## config.mk

```make
export PLATFORM = sky130hd
export DESIGN_NAME = mem_port_arbiter
export DESIGN_NICKNAME = d
export VERILOG_FILES = /design/src/rtl/mem_port_arbiter.sv
export SDC_FILE = /design/constraint.sdc
export NUM_CORES = 1
export LEC_CHECK = 0
export CAP_MARGIN = 5
export CORE_MARGIN = 3
export CORE_UTILIZATION = 30
export CTS_CLUSTER_DIAMETER = 30
export DETAILED_ROUTE_END_ITERATION = 8
export PLACE_DENSITY = 0.73
export REMOVE_ABC_BUFFERS = 1
export SETUP_SLACK_MARGIN = 0.3
export SYNTH_ARGS = -nofsm -noshare
export SYNTH_HDL_FRONTEND = slang
export SYNTH_SLANG_ARGS = --single-unit
export TNS_END_PERCENT = 100
```

## constraint.sdc

```tcl
create_clock -name clk -period 1.75 [get_ports clk]
set_clock_uncertainty 0.1 [all_clocks]
set_input_delay 0.175 -clock clk [delete_from_list [all_inputs] [get_ports clk]]
set_output_delay 0.175 -clock clk [all_outputs]
set_load 0.005 [all_outputs]
```

## src/rtl/mem_port_arbiter.sv

```systemverilog
// Round-robin arbiter and sequencer for the shared instruction/data memory port.
// Each access takes one IDLE grant cycle, MEM_LAT BUSY cycles, and one RESP cycle.
module mem_port_arbiter #(
  parameter int MEM_LAT = 1
) (
  input  logic        clk,
  input  logic        reset,
  input  logic        m0_req,
  input  logic        m0_we,
  input  logic [31:0] m0_adr,
  input  logic [31:0] m0_wdata,
  output logic        m0_ready,
  input  logic        m1_req,
  input  logic        m1_we,
  input  logic [31:0] m1_adr,
  input  logic [31:0] m1_wdata,
  output logic        m1_ready,
  output logic [31:0] rdata,
  output logic [31:0] mem_adr,
  output logic [31:0] mem_wdata,
  output logic        mem_we,
  input  logic [31:0] mem_rdata,
  output logic        busy
);

  typedef enum logic [1:0] {
    IDLE = 2'd0,
    BUSY = 2'd1,
    RESP = 2'd2
  } state_t;

  localparam logic [3:0] LAT_CNT = 4'(MEM_LAT);

  state_t      state_q, state_d;
  logic [3:0]  cnt_q, cnt_d;
  logic        gnt_q, gnt_d;
  logic        last_gnt_q, last_gnt_d;
  logic        we_q, we_d;
  logic        mem_we_q, mem_we_d;
  logic        m0_ready_q, m0_ready_d;
  logic        m1_ready_q, m1_ready_d;
  logic [31:0] rdata_q, rdata_d;
  logic [31:0] mem_adr_q, mem_adr_d;
  logic [31:0] mem_wdata_q, mem_wdata_d;
  logic        pick;

  always_comb begin
    state_d     = state_q;
    cnt_d       = cnt_q;
    gnt_d       = gnt_q;
    last_gnt_d  = last_gnt_q;
    we_d        = we_q;
    rdata_d     = rdata_q;
    mem_adr_d   = mem_adr_q;
    mem_wdata_d = mem_wdata_q;
    mem_we_d    = 1'b0;
    m0_ready_d  = 1'b0;
    m1_ready_d  = 1'b0;
    pick        = 1'b0;

    case (state_q)
      IDLE: begin
        if (m0_req || m1_req) begin
          // On conflict the requester that was not served last wins.
          pick        = (m0_req && m1_req) ? ~last_gnt_q : m1_req;
          gnt_d       = pick;
          last_gnt_d  = pick;
          mem_adr_d   = pick ? m1_adr   : m0_adr;
          mem_wdata_d = pick ? m1_wdata : m0_wdata;
          we_d        = pick ? m1_we    : m0_we;
          // Registered strobe lands in the first BUSY cycle only.
          mem_we_d    = pick ? m1_we    : m0_we;
          cnt_d       = LAT_CNT;
          state_d     = BUSY;
        end
      end
      BUSY: begin
        cnt_d = cnt_q - 4'd1;
        if (cnt_q == 4'd1) begin
          if (!we_q) begin
            rdata_d = mem_rdata;
          end
          m0_ready_d = ~gnt_q;
          m1_ready_d = gnt_q;
          state_d    = RESP;
        end
      end
      RESP: begin
        state_d = IDLE;
      end
      default: begin
        state_d = IDLE;
      end
    endcase
  end

  always_ff @(posedge clk) begin
    if (reset) begin
      state_q     <= IDLE;
      cnt_q       <= 4'd0;
      gnt_q       <= 1'b0;
      last_gnt_q  <= 1'b1;
      we_q        <= 1'b0;
      mem_we_q    <= 1'b0;
      m0_ready_q  <= 1'b0;
      m1_ready_q  <= 1'b0;
      rdata_q     <= 32'd0;
      mem_adr_q   <= 32'd0;
      mem_wdata_q <= 32'd0;
    end else begin
      state_q     <= state_d;
      cnt_q       <= cnt_d;
      gnt_q       <= gnt_d;
      last_gnt_q  <= last_gnt_d;
      we_q        <= we_d;
      mem_we_q    <= mem_we_d;
      m0_ready_q  <= m0_ready_d;
      m1_ready_q  <= m1_ready_d;
      rdata_q     <= rdata_d;
      mem_adr_q   <= mem_adr_d;
      mem_wdata_q <= mem_wdata_d;
    end
  end

  assign m0_ready  = m0_ready_q;
  assign m1_ready  = m1_ready_q;
  assign rdata     = rdata_q;
  assign mem_adr   = mem_adr_q;
  assign mem_wdata = mem_wdata_q;
  assign mem_we    = mem_we_q;
  assign busy      = (state_q != IDLE);

endmodule

```

**Word-level counts from Yosys, hierarchy flattened**

Index checks and enable logic that the tools add are counted.

- Register bits after elaboration: 108
- Input bits: 166
- Output and inout port bits: 100
- Word-level logic and storage cells: 43

- Add/subtract/negate cells: 1
- Eq/ne operators: 4
- Mux-type cells: 9
- Bitwise logic cells: 7
- Reduce and logical (&&, ||, !) cells: 11

Operators by type and width:

| kind | number |
|---|---|
| $mux W32 | 2 |
| $pmux W4 S2 | 1 |
| $not A1 Y1 | 7 |
| $reduce_and A2 Y1 | 3 |
| $reduce_or A3 Y1 | 2 |
| $eq A4 B1 Y1 const B | 1 |
| $mux W2 | 2 |
| $mux W4 | 1 |
| $ne A2 B2 Y1 const B | 2 |
| $pmux W2 S2 | 1 |
| $reduce_bool A2 Y1 | 2 |
| $sub A4 B1 Y4 const B | 1 |
| $reduce_and A3 Y1 | 1 |
| $eq A2 B1 Y1 const B | 1 |
| $logic_not A2 Y1 | 1 |
| $mux W1 | 2 |
| $logic_and A1 B1 Y1 | 1 |
| $logic_or A1 B1 Y1 | 1 |

**Logic depth before layout (Yosys ltp)**

Gate-level depths: netlist (run 1).

- Depth in word-level cells: 3
- Mapped depth: 6
- Gate-level depth less buffers: 5

**Least setup slack after synthesis (run 1)**

OpenSTA, ideal clock, no wires.

- Path kind: reg-to-reg
- Start: reg cnt_q[0]
- End: reg rdata_q[10] (netlist: rdata[10])
- Setup time: 72 ps
- Arrival time: 1589 ps
- Data required time: 1578 ps
- Path slack: -11 ps
- Stages on the path, launching flop included: 6
- Path buffers: 1
- Clock period less this slack: 1761 ps
- Cells stage by stage: dfxtp_1 ha_1 or3b_4 nor3_4 buf_8 mux2i_1

- Cells in the longest elaborated chain, start to end: 2

Ends and longest elaborated chain:

| element | RTL line | source |
|---|---|---|
| start: declaration | 35 | `logic [3:0] cnt_q, cnt_d;` |
| start signal: assignment | 112 | `cnt_q <= cnt_d;` |
| $eq A4 B1 Y1 | 79 | `if (cnt_q == 4'd1) begin` |
| $reduce_and A3 Y1 (no line) | n/a |  |
| end signal: assignment | 119 | `rdata_q <= rdata_d;` |
| end: declaration | 42 | `logic [31:0] rdata_q, rdata_d;` |

No other way between the ends.
A chain may end at the register's enable or synchronous reset.

**Worst setup path in the final report (run 1)**

- Start: reg cnt_q[1]
- End: reg rdata_q[27] (netlist: rdata[27])

The elaborated chain is that of the path after synthesis.

==> results of run 1 <==
[repair_timing]
action,in CTS,in global routing
hold buffers,0,0
gates cloned,6,12
setup endpoints to repair,195,91
gates resized for setup,127,95
setup buffers,5,10
pin swaps,3,37
[layout make-up]
type                            instances  share of cell area [%]
Timing Repair Buffer                  320                    38.4
Multi-Input combinational cell        394                    31.2
Sequential cell                       108                    24.2
Tap cell                              211                    2.92
Clock buffer                           11                    2.57
Clock inverter                          5                   0.401
Inverter                                3                   0.263
[critical path: stages, from the launching register on]
cell and delay (ns):
dfxtp_2 0.33, inv_2 0.07, ha_4 0.11, or3b_4 0.39
nor3_4 0.19, buf_6 0.17, buf_12 0.13, mux2i_1 0.19
[flip-flops by register name (all words and copies together) (netlist names)]
register and count:
gnt_q 1, last_gnt_q 1, rdata 32, mem_we 1, state_q 2, m1_ready 1, mem_wdata 32, m0_ready 1
mem_adr 32, cnt_q 4, we_q 1
[cells by family (layout without fill, tap and decap cells)]
group / Yosys count / in the layout / synth area share, %
multiplexers: 33 / 33 / 6.89
AND/OR/NAND/NOR: 216 / 216 / 21.4
buffers and inverters: 56 / 339 / 5.48
adder cells (fa/ha/maj): 2 / 2 / 0.522
AO/OA/AOI/OAI: 142 / 142 / 20.4
XOR/XNOR: 1 / 1 / 0.183
flip-flops: 108 / 108 / 45.1
[routing by layer]
| layer | track usage [%] | share of wire, % | vias up |
|---|---|---|---|
| li1 | - | - | 2525 |
| met1 | 21.2 | 41 | 2476 |
| met2 | 31.9 | 49 | 225 |
| met3 | 7.40 | 8.4 | 26 |
| met4 | 5.14 | 1.4 | 0 |
| met5 | 0 | 0 | - |
[where the power goes]
group | switching (uW) | internal, uW
clock | 959 | 977
sequential | 150 | 2730
combinational | 1120 | 1440
total | 2220 | 5150
[per-stage QoR]
stage               setup WS (ns)  util, %  cell area [um2]  power, uW  hold slack (ns)
finish                    -0.0104     58.7             9050       7370            0.202
global placement          -0.0237     50.3             7770       4880            0.330
floorplan                   -2.90        -             4540       3650            0.144
detailed placement        -0.0864     50.3             7770       4900            0.327
CTS                       0.00482     53.2             8200       6820            0.191
global route               -0.107     58.7             9050       7700            0.235
[synthesized netlist by cell type (2+ instances only)]
cell type	count
a21oi_1	69
a311oi_1	64
buf_1	6
buf_2	15
buf_8	3
clkbuf_1	29
dfxtp_1	108
ha_1	2
inv_1	3
mux2i_1	33
nand2_1	132
nand2b_1	67
nor2_1	3
nor2b_1	2
nor3_1	3
o211ai_1	2
or3_1	2
[how the worst min path moves through the flow]
stage	startpoint	to	slack, ns	cells past startpoint
4_1_cts	reset	mem_wdata[2]	0.19	2
5_1_grt	reset	mem_wdata[2]	0.23	2
6_report	reset	mem_wdata[2]	0.20	2
3_5_place_dp	gnt_q	m0_ready	0.33	1
2_1_floorplan	reset	cnt_q[1]	0.14	1
3_3_place_gp	gnt_q	m0_ready	0.33	1
==> results.ini, run 1 <==
[status]
status=complete, but fails checks
violations=negative setup slack

[timing]
max_freq_ghz=0.568
drv_slew=0
period_needed_ns=1.76
worst_slack_ns=-0.0104
worst_pin_slew_ns=0.573
tns_ns=-0.0321
grt_setup_unrepaired=yes
fin_crit_sh_pct=101
finalHoldViolations=0
maxSlewHeadroom_pct=61.7
setup_viol=4

[floorplanning]
io_pins=266
core_area_mm2=0.0154
die_h_um=132
die_width_um=132
fp-row-count=45
dieArea_mm2=0.0175
initial_core_util_pct=31.1

[clock_network]
clk_pin_slew_ns=0.08
cts_buffers=9
cts_tree=yes
htreeDepth=3
cts.sinks=108
clockBufferDepth=2
clockRootBuffer=clkbuf_16
clock_latency_ns=0.35

[run]
drv_cap=0

[worst_setup_path]
crit_end=rdata[27]
startpoint_type=register
path_class=reg2reg
critPathRequiredTime_ns=1.93
end_kind=register
ff2ff_setup_slack_ns=-0.01
r2r-end=rdata[27]
arrival_ns=1.94
rr_startpoint=cnt_q[1]
critical_path.startpoint=cnt_q[1]
worst-r2r-cell-count=7
crit_fanout=6

[synth]
ys_types=32
synthCells=558
yosysWarnings=0
syn_area_per_cell_um2=8.59
synth-edff-count=0
synth_area_leaders=dfxtp_1, a311oi_1, nand2_1, nand2b_1, a21oi_1
ys.flop_type=dfxtp_1
synth_area_leader_cell=dfxtp_1
yosysTopAreaCellShare_pct=45.1
async_reset_ff_share_pct=0
seq_area_frac_synth_pct=45.1
synth_area_mm2=0.00479
yosys_register_bits=108

[route]
vias=5252
totalWireLength_um=19300
ant_nets=0
wl_per_cell_um=18.3
vias_per_cell=4.99
drt_pre_antenna_iters=4
drcViolationCount=0
drt_iter0_drc=178

[layout]
fillerInstances=1364
mostFrequentLayoutCells=clkdlybuf4s50_1, nand2_1, dlygate4sd2_1
seq_area_mm2=0.00219
drive_above_1_share_pct=19.7
multi_input_area_mm2=0.00283
diodes=0
fin_cells=1052
final_common_cell=clkdlybuf4s50_1
fin_nets=1004
area_growth_pct=88.9

[placed_design]
gp_congestion=0.767
dp_cells=1003
hpwl_um=11300
portBuffers=265

[power]
peakVddDrop_uv=577
p_leak_uw=0.00374
power_density_mw_per_mm2=814

[global_routing]
track_usage_pct=18.5
grt_overflow_total=0
antenna_found_initial=0
grt_max_degree=47
grt_pass1_vias=4838
grt_pass1_wl_um=26100

[min_path]
hp-class=in2reg

Note: power is estimated with default switching activity, not from simulation.
==> run 2, diff against run 1 <==
Settings changed: CELL_PAD_IN_SITES_DETAIL_PLACEMENT set to 1, CELL_PAD_IN_SITES_GLOBAL_PLACEMENT set to 2, CORE_UTILIZATION 30 to 19, PLACE_DENSITY 0.73 to 0.83, TNS_END_PERCENT 100 to 1.
==> run 2 against run 1 <==
The flow still finishes with violations (negative setup slack). Setup slack got worse by 0.071 ns. Non-clock buffer count shrank 36. Cell count grew 7.3%. Combinational power fell by 18%. Critical endpoint is now rdata[14].
==> results.ini, run 2 (same netlist as run 1, synthesis figures left out) <==
[worst_setup_path]
path_cells=inv_2 > ha_1 > or3b_4 > nor3_4 > buf_12 > mux2i_1
cpMaxStageDelayCell=or3b_4
critPathRequiredTime_ns=1.93  ; about the same
path_class=reg2reg
critPathBufInv=2  ; -1
startpoint_type=register
r2r-end=rdata[14]
path_depth=6  ; -1
critical_path.startpoint=cnt_q[1]
crit_fanout=32  ; +26
ff2ff_setup_slack_ns=-0.08  ; -0.07 ns
cp_slowest_stage_delay_ns=0.41  ; +0.02 ns
rr_startpoint=cnt_q[1]
worst-r2r-cell-count=6  ; -1
crit_end=rdata[14]
end_kind=register
arrival_ns=2.01  ; +0.07 ns
path_delay_family=simple AND/OR/NAND/NOR gates

[layout]
diodes=0  ; unchanged
fin_cells=1129  ; +7.3%
mostFrequentLayoutCells=clkdlybuf4s50_1, nand2_1, dfxtp_1
area_growth_pct=78.9
fillerInstances=2860  ; +110%
drive_above_1_share_pct=15.7  ; -4.1 points
final_common_cell=clkdlybuf4s50_1
fin_nets=968  ; -3.6%

[placed_design]
dp_cells=1113  ; +11%
portBuffers=265  ; unchanged
hpwl_um=13800  ; +22%
gp_congestion=0.736  ; -4.1%

[floorplanning]
die_h_um=165  ; +24%
io_pins=266  ; unchanged
dieArea_mm2=0.0272  ; +55%
die_width_um=165  ; +24%
core_area_mm2=0.0245  ; +59%
initial_core_util_pct=19.5  ; -12 points
fp-row-count=57  ; +27%

[timing]
finalHoldViolations=0  ; unchanged
period_needed_ns=1.83  ; +0.0705 ns
max_freq_ghz=0.546  ; -3.9%
fin_crit_sh_pct=105  ; +4.0 points
worst_pin_slew_ns=0.422  ; -0.151 ns
drv_slew=0  ; unchanged
tns_ns=-1.45  ; -1.42 ns
grt_setup_unrepaired=yes
worst_slack_ns=-0.0809  ; -0.0705 ns
maxSlewHeadroom_pct=71.8  ; +10 points
setup_viol=32  ; +28

[global_routing]
grt_pass1_wl_um=29600  ; +13%
grt_pass1_vias=5303  ; +9.6%
track_usage_pct=13.9  ; -4.6 points
grt_overflow_total=0  ; unchanged
grt_max_degree=73  ; +55%
antenna_found_initial=0  ; unchanged

[clock_network]
cts_buffers=9  ; unchanged
clockBufferDepth=2  ; unchanged
cts.sinks=108  ; unchanged
cts_tree=yes
htreeDepth=3  ; unchanged
hold_buffers=0  ; unchanged
clk_pin_slew_ns=0.08  ; about the same
clockRootBuffer=clkbuf_16
clock_latency_ns=0.35  ; about the same

[route]
dr.max_layer_used=met4
drt_pre_antenna_iters=4  ; unchanged
ant_nets=0  ; unchanged
vias=5085  ; -3.2%
drcViolationCount=0  ; unchanged
vias_per_cell=4.50  ; -9.8%
wl_per_cell_um=17.6  ; -4.0%
totalWireLength_um=19900  ; +3.1%
route.met3.wl_um=1860  ; +15%
wl_met1_um=8210  ; +4.3%
drt_iter0_drc=171  ; -3.9%
met2_length_um=9570  ; +0.50%

[power]
sw_frac_of_total_pct=29.8  ; -0.43 points
power_density_mw_per_mm2=848  ; +4.1%
p_leak_uw=0.00348  ; -6.9%
seq_power_share_pct=39.7  ; +0.6 points
p_clk_share_pct=31.4  ; +5.1 points
pwr-share-comb_pct=28.9  ; -5.7 points
power.internal_uw=5110  ; -0.76%
peakVddDrop_uv=472  ; -18%
power_switching_uw=2160  ; -2.8%

[status]
violations=negative setup slack
status=complete, but fails checks

[run]
drv_cap=0  ; unchanged

[min_path]
hp-class=in2reg

[run 2: layout make-up]
type / instances / area, um2 / share of cell area (%)
multi-input cells: 394 / 2800 / 32.6
flip-flops and latches: 108 / 2190 / 25.5
repair buffers: 284 / 2850 / 33.2
well taps: 324 / 405 / 4.73
clock inverters: 6 / 93.8 / 1.09
inverters: 3 / 13.8 / 0.161
clock buffers: 10 / 229 / 2.67
[run 2: what timing repair did]
action	4_1_cts	5_1_grt
gates cloned	0	0
setup endpoints to repair	200	114
buffers inserted	0	0
pin swaps	54	70
gates resized for setup	153	37
[run 2: how the worst min path moves through the flow]
stage	from	endpoint	depth (start not counted)
after floorplan	reset	cnt_q[1]	1
after global placement	gnt_q	m0_ready	1
after detailed placement	gnt_q	m0_ready	1
after CTS	reset	gnt_q	2
after global routing	reset	state_q[1]	2
final	reset	gnt_q	2
[run 2: power by group through the flow]
stage               clock network (uW)  logic [uW]  registers [uW]
floorplan                            0         712            2940
global placement                     0        2020            2930
detailed placement                   0        2040            2940
CTS                               2380        2030            2890
global route                      2470        2290            2920
finish                            2280        2100            2890
[run 2: per-stage QoR]
| step | hold slack (ns) | util, % | setup slack (ns) | power (uW) | cell area (um2) |
|---|---|---|---|---|---|
| final | 0.119 | 34.9 | -0.0809 | 7270 | 8570 |
| after global routing | 0.129 | 34.9 | -0.163 | 7680 | 8570 |
| after CTS | 0.0961 | 34.2 | -0.0874 | 7310 | 8390 |
| after detailed placement | 0.360 | 32.2 | -0.155 | 4980 | 7900 |
| after global placement | 0.357 | 32.2 | -0.0815 | 4950 | 7900 |
| after floorplan | 0.144 | - | -2.90 | 3650 | 4540 |
[run 2: layer usage]
layer  up-vias  global-route usage, %
li1       2443                      -
met1      2439                   16.2
met2       187                   23.9
met3        16                   5.44
met4         0                   3.39
met5         -                      0
==> run 3, diff against run 2 <==
Settings changed: SKIP_CTS_REPAIR_TIMING set to 1.
==> run 3 against run 2 <==
The run still ends with negative setup slack left. Clock-buffer cell count stayed put. Design area rose by 2.2%. Sequential share of layout area fell by 0.58 points. Sequential cell count unchanged. Power rose by 0.49%. Critical endpoint is now rdata[11]. Highest routed layer unchanged.
==> results.ini, run 3 (same netlist as run 1, synthesis figures left out) <==
[status]
status=complete, but fails checks
violations=negative setup slack

[floorplanning]
dieArea_mm2=0.0272  ; unchanged
fp-row-count=57  ; unchanged
io_pins=266  ; unchanged
initial_core_util_pct=19.5  ; unchanged
core_area_mm2=0.0245  ; unchanged
die_h_um=165  ; unchanged
die_width_um=165  ; unchanged

[min_path]
hp-class=in2reg
min_to=state_q[1]
hold_depth=2  ; unchanged
hold_start=reset

[clock_network]
cts.sinks=108  ; unchanged
clock_latency_ns=0.35  ; about the same
cts_tree=yes
clk_pin_slew_ns=0.08  ; about the same
cts_buffers=9  ; unchanged
clockRootBuffer=clkbuf_16
clockBufferDepth=2  ; unchanged
htreeDepth=3  ; unchanged

[timing]
fin_crit_sh_pct=107  ; +2.7 points
max_freq_ghz=0.532  ; -2.5%
maxSlewHeadroom_pct=72.3  ; +0.47 points
grt_setup_unrepaired=yes
setup_viol=31  ; -3.1%
worst_pin_slew_ns=0.415  ; -0.00697 ns
worst_slack_ns=-0.128  ; -0.0472 ns
whs_ns=0.108  ; -0.0119 ns
drv_slew=0  ; unchanged
finalHoldViolations=0  ; unchanged
period_needed_ns=1.88  ; +0.0472 ns

[global_routing]
track_usage_pct=13.5  ; -0.39 points
grt_pass1_wl_um=28800  ; -2.6%
grt_pass1_vias=5228  ; -1.4%
grt_max_degree=73  ; unchanged
grt_overflow_total=0  ; unchanged
antenna_found_initial=0  ; unchanged

[placed_design]
dp_cells=1113  ; unchanged
placed_area_mm2=0.00790  ; unchanged
hpwl_um=13800  ; unchanged
gp_congestion=0.736  ; unchanged
portBuffers=265  ; unchanged

[worst_setup_path]
rr_startpoint=cnt_q[1]
worst-r2r-cell-count=7  ; +1
path_class=reg2reg
r2r-end=rdata[11]
end_kind=register
startpoint_type=register
arrival_ns=2.05  ; +0.04 ns
crit_fanout=8  ; -75%
critPathRequiredTime_ns=1.93  ; about the same
ff2ff_setup_slack_ns=-0.13  ; -0.05 ns

[layout]
area_growth_pct=82.9
diodes=0  ; unchanged
final_common_cell=clkdlybuf4s50_1
fin_cells=1132  ; +0.27%
multi_input_area_mm2=0.00264  ; -5.7%
fin_area_mm2=0.00876  ; +2.2%
fillerInstances=2817  ; -1.5%
mostFrequentLayoutCells=clkdlybuf4s50_1, nand2_1, dfxtp_1
seq_area_mm2=0.00218  ; -0.11%
drive_above_1_share_pct=12.3  ; -3.4 points
fin_nets=971  ; +0.31%
postLayoutCoreUtil_pct=35.7  ; +0.77 points

[route]
ant_nets=0  ; unchanged
vias=5079  ; -0.12%
totalWireLength_um=20000  ; +0.69%
drt_pre_antenna_iters=6  ; +2
vias_per_cell=4.49  ; -0.38%
drcViolationCount=0  ; unchanged
drt_iter0_drc=184  ; +7.6%
wl_per_cell_um=17.7  ; +0.43%

[power]
p_leak_uw=0.00431  ; +24%
power_density_mw_per_mm2=834  ; -1.7%
peakVddDrop_uv=491  ; +4.2%

[run]
drv_cap=0  ; unchanged

==> run 3: changes by cell type in the layout (fill, tap and decap cells not counted), sizes merged <==
| cell | delta |
|---|---|
| dlymetal6s2s | +75 |
| buf | +1 |
| clkdlybuf4s50 | +14 |
| clkbuf | +1 |
| dlygate4sd2 | -88 |
==> run 3: area by class of cell <==
class / count / area share [%]
inverter: 3 / 0.157
timing repair buffer: 287 / 36.5
sequential: 108 / 24.9
clock inverter: 6 / 1.07
tap: 324 / 4.63
clock buffer: 10 / 2.61
multi-input combinational: 394 / 30.1
==> run 3: metal layers <==
metal	track usage, %	wire length, um	up-vias
li1	-	-	2449
met1	15.6	8220	2421
met2	23.1	9680	192
met3	5.59	1900	17
met4	3.55	226	0
met5	0	0	-
==> run 3: per-stage QoR <==
stage               total power (uW)  TNS (ns)  setup slack, ns
CTS                             7320     -2.72           -0.161
finish                          7300     -1.88           -0.128
floorplan                       3650   -222.82            -2.90
detailed placement              4980     -7.64           -0.155
global placement                4950     -2.65          -0.0815
global route                    7720     -4.10           -0.201
==> run 3: where the power goes <==
| part | internal, uW | switching [uW] |
|---|---|---|
| logic | 1180 | 945 |
| registers | 2730 | 156 |
| clock network | 1270 | 1020 |
==> run 3: worst max-delay path: stages (launching register included) <==
cell and delay, ns:
dfxtp_2 0.33, inv_2 0.07, ha_4 0.12, or3b_4 0.40, nor3_4 0.26, buf_6 0.16, clkbuf_16 0.16, mux2i_1 0.20
==> run 3: worst max-delay path by stage <==
stage                    start       endpoint  slack, ns  depth (start not counted)
floorplan           state_q[0]     mem_adr[0]      -2.90                          4
global placement        m0_req  mem_wdata[22]      -0.08                          5
detailed placement      m0_req  mem_wdata[11]      -0.16                          5
CTS                 state_q[0]           busy      -0.16                          3
global route          cnt_q[1]      rdata[17]      -0.20                          7
finish                cnt_q[1]      rdata[11]      -0.13                          7
